`src/rtl/score_display.sv`:
```
// score_display: drives a 4-digit common-anode 7-segment display with two 0-15 scores
//
// Shows the right score on digits 0/1 and the left score on digits 2/3 as
// two-digit decimal numbers. A zero tens digit is blanked. The decimal point
// on the left units digit separates the two scores.
//
// Optional feature (compile-time macro SCORE_FLASH_EN): after a score
// changes, that side's digits blink for FLASH_CYCLES cycles. The blank
// phase is selected by bit BLINK_BIT of the flash down-counter.
//
// Parameters:
//   SCAN_DIV     - clk_game cycles per digit slot (>= 2)
//   FLASH_CYCLES - blink duration after a score change (>= 2)
//   BLINK_BIT    - flash counter bit that selects the blank phase
// Ports:
//   clk_game    - single clock for all state
//   rst         - synchronous reset, active low
//   Score_Left  - left score, binary 0-15
//   Score_Right - right score, binary 0-15
//   Seg         - segments {g,f,e,d,c,b,a}, active low, registered
//   Dp          - decimal point, active low, registered
//   An          - digit anodes, active low, one-hot-low when driving, registered
module score_display #(
    parameter int SCAN_DIV     = 1024,
    parameter int FLASH_CYCLES = 65536,
    parameter int BLINK_BIT    = 13
) (
    input  logic       clk_game,
    input  logic       rst,
    input  logic [3:0] Score_Left,
    input  logic [3:0] Score_Right,
    output logic [6:0] Seg,
    output logic       Dp,
    output logic [3:0] An
);
    localparam int SW = $clog2(SCAN_DIV);
    localparam int FW = ($clog2(FLASH_CYCLES) > BLINK_BIT) ? $clog2(FLASH_CYCLES) : BLINK_BIT + 1;

    if (SCAN_DIV < 2 || FLASH_CYCLES < 2 || BLINK_BIT >= FW) begin : g_bad_cfg
        $error("score_display: illegal parameter combination");
    end

    function automatic logic [6:0] seg_code(input logic [3:0] d);
        case (d)
            4'd0:    seg_code = 7'b1000000;
            4'd1:    seg_code = 7'b1111001;
            4'd2:    seg_code = 7'b0100100;
            4'd3:    seg_code = 7'b0110000;
            4'd4:    seg_code = 7'b0011001;
            4'd5:    seg_code = 7'b0010010;
            4'd6:    seg_code = 7'b0000010;
            4'd7:    seg_code = 7'b1111000;
            4'd8:    seg_code = 7'b0000000;
            4'd9:    seg_code = 7'b0010000;
            default: seg_code = 7'b1111111;
        endcase
    endfunction

    // Side index 0 is the right score, 1 is the left score, so digit_idx[1]
    // selects the side directly.
    logic [1:0][3:0] s_q, s_d;
    logic [SW-1:0]   scan_cnt_q, scan_cnt_d;
    logic [1:0]      digit_idx_q, digit_idx_d;
    logic [3:0]      an_q, an_d;
    logic [6:0]      seg_q, seg_d;
    logic            dp_q, dp_d;
    logic [1:0]      blank;
    logic            wrap;
    logic [3:0]      side_s;
    logic            ge10;
    logic [3:0]      units;
    logic [6:0]      digit_seg;

    assign s_d  = {Score_Left, Score_Right};
    assign wrap = scan_cnt_q == SW'(SCAN_DIV - 1);

`ifdef SCORE_FLASH_EN
    typedef enum logic {IDLE, FLASH} flash_state_t;

    flash_state_t    state_q [2];
    flash_state_t    state_d [2];
    logic [1:0][FW-1:0] flash_cnt_q, flash_cnt_d;
    logic [1:0][3:0] prev_q;

    always_comb begin
        state_d     = state_q;
        flash_cnt_d = flash_cnt_q;
        blank       = 2'b00;
        for (int i = 0; i < 2; i++) begin
            blank[i] = (state_q[i] == FLASH) && flash_cnt_q[i][BLINK_BIT];
            // A change always (re)starts the blink, even mid-flash.
            if (s_q[i] != prev_q[i]) begin
                state_d[i]     = FLASH;
                flash_cnt_d[i] = FW'(FLASH_CYCLES - 1);
            end else if (state_q[i] == FLASH) begin
                if (flash_cnt_q[i] == '0)
                    state_d[i] = IDLE;
                else
                    flash_cnt_d[i] = flash_cnt_q[i] - FW'(1);
            end
        end
    end

    always_ff @(posedge clk_game) begin
        if (!rst) begin
            state_q[0]  <= IDLE;
            state_q[1]  <= IDLE;
            flash_cnt_q <= '0;
            prev_q      <= '0;
        end else begin
            state_q     <= state_d;
            flash_cnt_q <= flash_cnt_d;
            prev_q      <= s_q;
        end
    end
`else
    assign blank = 2'b00;
`endif

    always_comb begin
        scan_cnt_d  = wrap ? '0 : scan_cnt_q + SW'(1);
        digit_idx_d = digit_idx_q + {1'b0, wrap};
        // Scores never exceed 15, so one compare replaces a divide by ten.
        side_s      = s_q[digit_idx_q[1]];
        ge10        = side_s >= 4'd10;
        units       = ge10 ? side_s - 4'd10 : side_s;
        digit_seg   = digit_idx_q[0] ? (ge10 ? seg_code(4'd1) : 7'b1111111) : seg_code(units);
        // The slot's last cycle is dark so the anode switch cannot ghost.
        an_d        = wrap ? 4'b1111 : ~(4'b0001 << digit_idx_q);
        seg_d       = (wrap || blank[digit_idx_q[1]]) ? 7'b1111111 : digit_seg;
        dp_d        = wrap || (digit_idx_q != 2'd2);
    end

    always_ff @(posedge clk_game) begin
        if (!rst) begin
            s_q         <= '0;
            scan_cnt_q  <= '0;
            digit_idx_q <= '0;
            an_q        <= 4'b1111;
            seg_q       <= 7'b1111111;
            dp_q        <= 1'b1;
        end else begin
            s_q         <= s_d;
            scan_cnt_q  <= scan_cnt_d;
            digit_idx_q <= digit_idx_d;
            an_q        <= an_d;
            seg_q       <= seg_d;
            dp_q        <= dp_d;
        end
    end

    assign An  = an_q;
    assign Seg = seg_q;
    assign Dp  = dp_q;
endmodule

```
`config.mk`:
```
export PLATFORM = sky130hd
export DESIGN_NAME = score_display
export DESIGN_NICKNAME = d
export VERILOG_FILES = /design/src/rtl/score_display.sv
export SDC_FILE = /design/constraint.sdc
export NUM_CORES = 1
export LEC_CHECK = 0
export BUFFER_PORTS_ARGS = -buffer_cell sky130_fd_sc_hd__buf_2
export CAP_MARGIN = 30
export CELL_PAD_IN_SITES_DETAIL_PLACEMENT = 0
export CELL_PAD_IN_SITES_GLOBAL_PLACEMENT = 2
export CORE_UTILIZATION = 31
export DETAILED_ROUTE_END_ITERATION = 10
export GPL_TIMING_DRIVEN = 0
export PLACE_DENSITY_LB_ADDON = 0.1
export SETUP_SLACK_MARGIN = 0.02
export SYNTH_ARGS = -nofsm -noshare
export SYNTH_HDL_FRONTEND = slang
export SYNTH_SLANG_ARGS = --single-unit
```
`constraint.sdc`:
```
create_clock -name clk_game -period 1.9 [get_ports clk_game]
set_input_delay 0.095 -clock clk_game [delete_from_list [all_inputs] [get_ports clk_game]]
set_output_delay 0.095 -clock clk_game [all_outputs]
set_load 0.01 [all_outputs]
```
==> metrics.yaml, run 1 <==
synth:
  ys_seq_elements: 32
  synth_cells: 138
  synth.avg_cell_area_sq_um: 10.3
  ys.flop_type: "dfxtp_1"
  synth_area_leaders: "dfxtp_1 (45%), ha_1 (7.1%), and2_1 (4.9%), mux2i_1 (4.2%), nor2_1 (3.4%)"
  syn-num-nets: 156
  synthArstFlopShare_pct: 0
  synth-seq-area-share_pct: 45.2
  synth.distinct_cells: 39
  post-synth-top-area-cell: "dfxtp_1"
  synth_top_area_share_pct: 45.2
  ys_warn_count: 0
  syn_area_sq_um: 1420
  synth-edff-count: 0
sta:
  setup_violations: 1
  rsz0062_at_grt: "yes"
  hold_viol_final: 0
  min_period_ps: 1920
  setup_ws_ps: -21.1
  slew_headroom_pct: 78.4
  hold_slack_ps: 12.8
  final.period_utilization_pct: 101
  fmax_mhz: 521
  fin_skew_ps: 9.06
  worst_pin_slew_ps: 318
  drv_slew: 0
  setup_tns_ps: -21.1
critical_path:
  worst_ep_required_time_ps: 2130
  crit_fanout: 5
  crit_type: "reg -> reg"
  end_kind: "flip-flop"
  cp-start-kind: "flip-flop"
  arrival_ps: 2150
floorplanning:
  initial_utilization_pct: 32.3
  rows: 24
  fp.dieW_um: 69.6
  ios: 22
  die_area_sq_um: 4840
  core-area_sq_um: 4380
  die_h_um: 69.6
detailed_routing:
  route.detailed.drc: 0
  drt_iter0_markers: 28
  wl_per_cell_um: 11.4
  vias: 1019
  totalWireLength_um: 2590
  first_pass_iters: 4
  via_per_inst: 4.49
  ant_nets: 0
clock_network:
  clk_latency_ps: 280
  cts.sinks: 32
  cts.hold.buffers_added: 0
  htreeDepth: 2
  cts_buffers: 5
  clk_path_buf_depth: 2
  cts_tree: "yes"
  cts_root_buffer: "clkbuf_8"
  clk_pin_slew_ps: 70
global_routing:
  track_usage_pct: 11.4
  grt_pass1_vias: 901
  grt_pass1_wl_um: 4230
  antenna_found_initial: 0
  grt_max_degree: 12
  grt-ovfl-total: 0
power_and_ir_drop:
  combPwrFrac_pct: 11.2
  intPower_mw: 1.17
  ir_drop_mv: 0.351
  p_clk_share_pct: 42.2
  power.net_switching_mw: 0.360
  pwr-share-seq_pct: 46.6
  p_leak_nw: 0.755
  cellPowerDensity_nw_per_um2: 831
  finalPower_mw: 1.53
  switching_share_pct: 23.5
layout:
  fill_cells: 440
  layout_commonest_cell: "dfxtp_1"
  final_nets: 192
  antenna_cells: 0
  area_growth_pct: 30.0
  drive_gt1_share_pct: 36.0
  stdcell_area_sq_um: 1840
  layout_common_cells: "dfxtp_1 (31), buf_2 (21), nor2_1 (13)"
placed_design:
  portBuffers: 21
  place_worst_setup_slack_ps: -167
  dp_hpwl_um: 1840
  placed_area_sq_um: 1600
  gp_congestion: 0.684
hold_path:
  holdCritPathClass: "in -> reg"
run:
  cap_viol_max_count: 0
outcome:
  status: "finished with violations"
  failed_checks: "setup timing"
-- power groups by stage --
stage                     sequential, mW  clock [mW]  combinational, mW
final                              0.714       0.646              0.171
after global routing               0.718       0.694              0.192
after CTS                          0.715       0.656              0.166
after detailed placement           0.730           0              0.149
after global placement             0.729           0              0.148
after floorplan                    0.737           0             0.0943
-- repair_timing --
action,CTS,global route
pin swaps,3,6
setup buffers,4,5
cloned,0,0
endpoints found under the hold margin,0,0
setup endpoints to repair,7,7
gates resized for setup,10,4
-- state kept, by name, summed over array words and instances, names as in the netlist --
| register | flops |
|---|---|
| digit_idx_q | 2 |
| Seg | 7 |
| Dp | 1 |
| scan_cnt_q | 10 |
| An | 4 |
| s_q | 8 |
-- Yosys cell counts (3+ instances only) --
master / n
xor2_1: 5
and2_1: 11
ha_1: 8
o21ai_1: 3
a21oi_1: 3
inv_1: 4
nand3_1: 7
nand2_1: 8
dfxtp_1: 32
nor2_1: 13
xnor2_1: 5
mux2i_1: 6
mux2_4: 3
-- final cells by class --
| cell class | instances | area [sq um] | share of cell area (%) |
|---|---|---|---|
| plain buffers | 1 | 20.0 | 1.09 |
| clock buffers | 5 | 68.8 | 3.74 |
| clock inverters | 3 | 42.5 | 2.31 |
| inverters | 6 | 25.0 | 1.36 |
| multi-input cells | 98 | 791 | 42.9 |
| flip-flops and latches | 32 | 644 | 35.0 |
| well taps | 52 | 65.1 | 3.53 |
| repair buffers | 30 | 185 | 10.1 |
-- cells by family (layout without fill, tap and decap cells) --
group	count (synthesis)	after routing	share of synthesized area [%]
buf+inv	8	45	3.97
xor+xnor	10	10	6.18
simple gates	51	51	19.3
fa+ha+maj	8	8	7.07
flops	32	32	45.2
compound gates	19	19	9.19
mux	10	10	9.01
-- worst max-delay path, stage by stage (launching register included) --
cell,delay (ps)
dfxtp_4,380
buf_12,140
mux2i_4,200
or3_4,410
o21ai_4,100
ha_4,170
a21oi_2,50
a311oi_1,240
a32oi_1,90
nand3_1,90
-- per-stage QoR --
| stage | std cells | util, % |
|---|---|---|
| 6_report | 227 | 42.0 |
| 5_1_grt | 227 | 42.0 |
| 4_1_cts | 223 | 40.7 |
| 3_5_place_dp | 211 | 36.5 |
| 3_3_place_gp | 211 | 36.5 |
| 2_1_floorplan | 138 | - |
-- per-layer routing --
metal  GRT usage (%)  share of wire [%]
met1            15.0                 49
met2            16.1                 43
met3            5.38                6.2
met4            4.08                1.2
met5               0                  0
-- worst paths after layout --
| check | startpoint | to | slack (ps) | cells past startpoint |
|---|---|---|---|---|
| min | Score_Right[3] | s_q[3]$_SDFF_PN0_ | 10 | 2 |
| min reg2reg | scan_cnt_q[0]$_SDFF_PP0_ | scan_cnt_q[0]$_SDFF_PP0_ | 470 | 1 |
| max | digit_idx_q[1]$_SDFF_PN0_ | Seg[2]$_SDFF_PP1_ | -20 | 9 |
| max reg2reg | digit_idx_q[1]$_SDFF_PN0_ | Seg[2]$_SDFF_PP1_ | -20 | 9 |
Power figures use the tool's default switching activity.
==> inputs of run 2 (changes only) <==
Settings changed: PLACE_DENSITY set to 0.76, PLACE_DENSITY_LB_ADDON 0.1 to not set.
==> metrics.yaml, run 2 (same netlist as run 1, synthesis figures left out) <==
clock_network:
  cts_tree: "yes"
  cts.hold.buffers_added: 0
  clk_latency_ps: 280
  htreeDepth: 2
  cts.sinks: 32
  cts_buffers: 5
  cts_root_buffer: "clkbuf_8"
  clk_path_buf_depth: 2
  clk_pin_slew_ps: 60
sta:
  final.period_utilization_pct: 100
  drv_slew: 0
  slew_headroom_pct: 80.7
  min_period_ps: 1900
  fmax_mhz: 526
  rsz0062_at_grt: "yes"
  hold_viol_final: 0
  worst_pin_slew_ps: 288
  fin_skew_ps: 5.10
  setup_violations: 1
  setup_ws_ps: -2.87
detailed_routing:
  route.detailed.drc: 0
  wl_per_cell_um: 11.4
  drt_iter0_markers: 41
  ant_nets: 0
  vias: 1031
  via_per_inst: 4.64
  totalWireLength_um: 2530
  first_pass_iters: 4
global_routing:
  track_usage_pct: 12.1
  grt_pass1_wl_um: 4530
  grt_pass1_vias: 1020
  grt_max_degree: 11
  antenna_found_initial: 0
  grt-ovfl-total: 0
floorplanning:
  die_area_sq_um: 4840
  ios: 22
  fp.dieW_um: 69.6
  rows: 24
  initial_utilization_pct: 32.3
  die_h_um: 69.6
  core-area_sq_um: 4380
layout:
  drive_gt1_share_pct: 33.5
  area_growth_pct: 25.4
  antenna_cells: 0
  largest_reg_flops: 10
  layout_commonest_cell: "dfxtp_1"
  layout_common_cells: "dfxtp_1 (31), buf_2 (21), nor2_1 (13)"
  regMostFlops: "scan_cnt_q"
  fin_util_pct: 40.5
  final_nets: 188
  fill_cells: 445
  stdcell_area_sq_um: 1780
run:
  cap_viol_max_count: 0
critical_path:
  r2r_cells: 7
  r2r_slack_ps: -3
  rr_startpoint: "digit_idx_q[1]$_SDFF_PN0_"
  worst_ep_required_time_ps: 2100
  cp-start-kind: "flip-flop"
  crit_type: "reg -> reg"
  end_kind: "flip-flop"
  arrival_ps: 2110
  slowest_stage: "or3_4"
  r2r_end: "Seg[1]$_SDFF_PP1_"
  critPathTopFamily: "simple AND/OR/NAND/NOR gates"
  crit_cells: 7
  crit_fanout: 5
  slowest_delay_ps: 410
  worstPathCellList: "buf_12 > mux2i_4 > or3_4 > o21ai_4 > ha_4 > or2_1 > a32oi_1"
  path_buf_inv: 1
power_and_ir_drop:
  finalPower_mw: 1.36
  p_leak_nw: 0.718
  ir_drop_mv: 0.287
  cellPowerDensity_nw_per_um2: 764
placed_design:
  dp_hpwl_um: 1870
  gp_congestion: 0.799
  placed_area_sq_um: 1600
  portBuffers: 21
hold_path:
  hold_depth: 2
  hold_end: "s_q[5]$_SDFF_PN0_"
  min_from: "Score_Left[1]"
  holdCritPathClass: "in -> reg"
outcome:
  status: "finished with violations"
  failed_checks: "setup timing"
run 2: final cells by class:
| type | count | area (sq um) | share of cell area (%) |
|---|---|---|---|
| multi-input combinational | 98 | 801 | 45.1 |
| sequential | 32 | 644 | 36.3 |
| timing repair buffer | 26 | 143 | 8.03 |
| clock buffer | 6 | 72.6 | 4.09 |
| tap | 52 | 65.1 | 3.66 |
| inverter | 6 | 25.0 | 1.41 |
| buffer | 1 | 20.0 | 1.13 |
| clock inverter | 1 | 5.00 | 0.282 |
run 2: power breakdown:
group	internal, mW	switching, mW
logic	0.0804	0.0862
registers	0.700	0.0158
clock network	0.248	0.226
total	1.03	0.328
run 2: through the flow:
step,cells,hold WS [ps],setup slack (ps),setup TNS [ps]
after CTS,220,12.0,-42.9,-103
after global placement,211,301,-118,-313
after global routing,222,19.5,-89.9,-254
final,222,18.1,-2.87,-2.87
after detailed placement,211,303,-154,-517
after floorplan,138,217,45.8,0
run 2: worst max path at each step:
stage                                   start  slack, ps                 to
floorplan           digit_idx_q[1]$_SDFF_PN0_         50  Seg[1]$_SDFF_PP1_
global placement    digit_idx_q[1]$_SDFF_PN0_       -120  Seg[6]$_SDFF_PP1_
detailed placement  digit_idx_q[1]$_SDFF_PN0_       -150  Seg[6]$_SDFF_PP1_
CTS                 digit_idx_q[1]$_SDFF_PN0_        -40  Seg[1]$_SDFF_PP1_
global route        digit_idx_q[1]$_SDFF_PN0_        -90  Seg[1]$_SDFF_PP1_
finish              digit_idx_q[1]$_SDFF_PN0_         -3  Seg[1]$_SDFF_PP1_
run 2: timing repair:
action,in CTS,in global routing
pin swaps,5,4
setup endpoints to repair,7,7
resized for setup,11,6
buffers inserted,2,3
cloned,0,0
run 2: per-layer routing:
layer | vias to the layer above | global-route usage, % | wire (um)
met5 | - | 0 | 0
met4 | 0 | 5.44 | 44
met3 | 6 | 5.23 | 174
met2 | 26 | 18.8 | 1140
met1 | 463 | 14.3 | 1170
li1 | 536 | - | -
run 2: worst register-to-register path: cells and delay by family, from the launching register on:
kind                     cells  cell delay, ps
buffers and inverters        1             140
AND/OR/NAND/NOR              2             640
flip-flops                   1             380
multiplexers                 1             200
adder cells (fa/ha/maj)      1             230
AO/OA/AOI/OAI                2             240
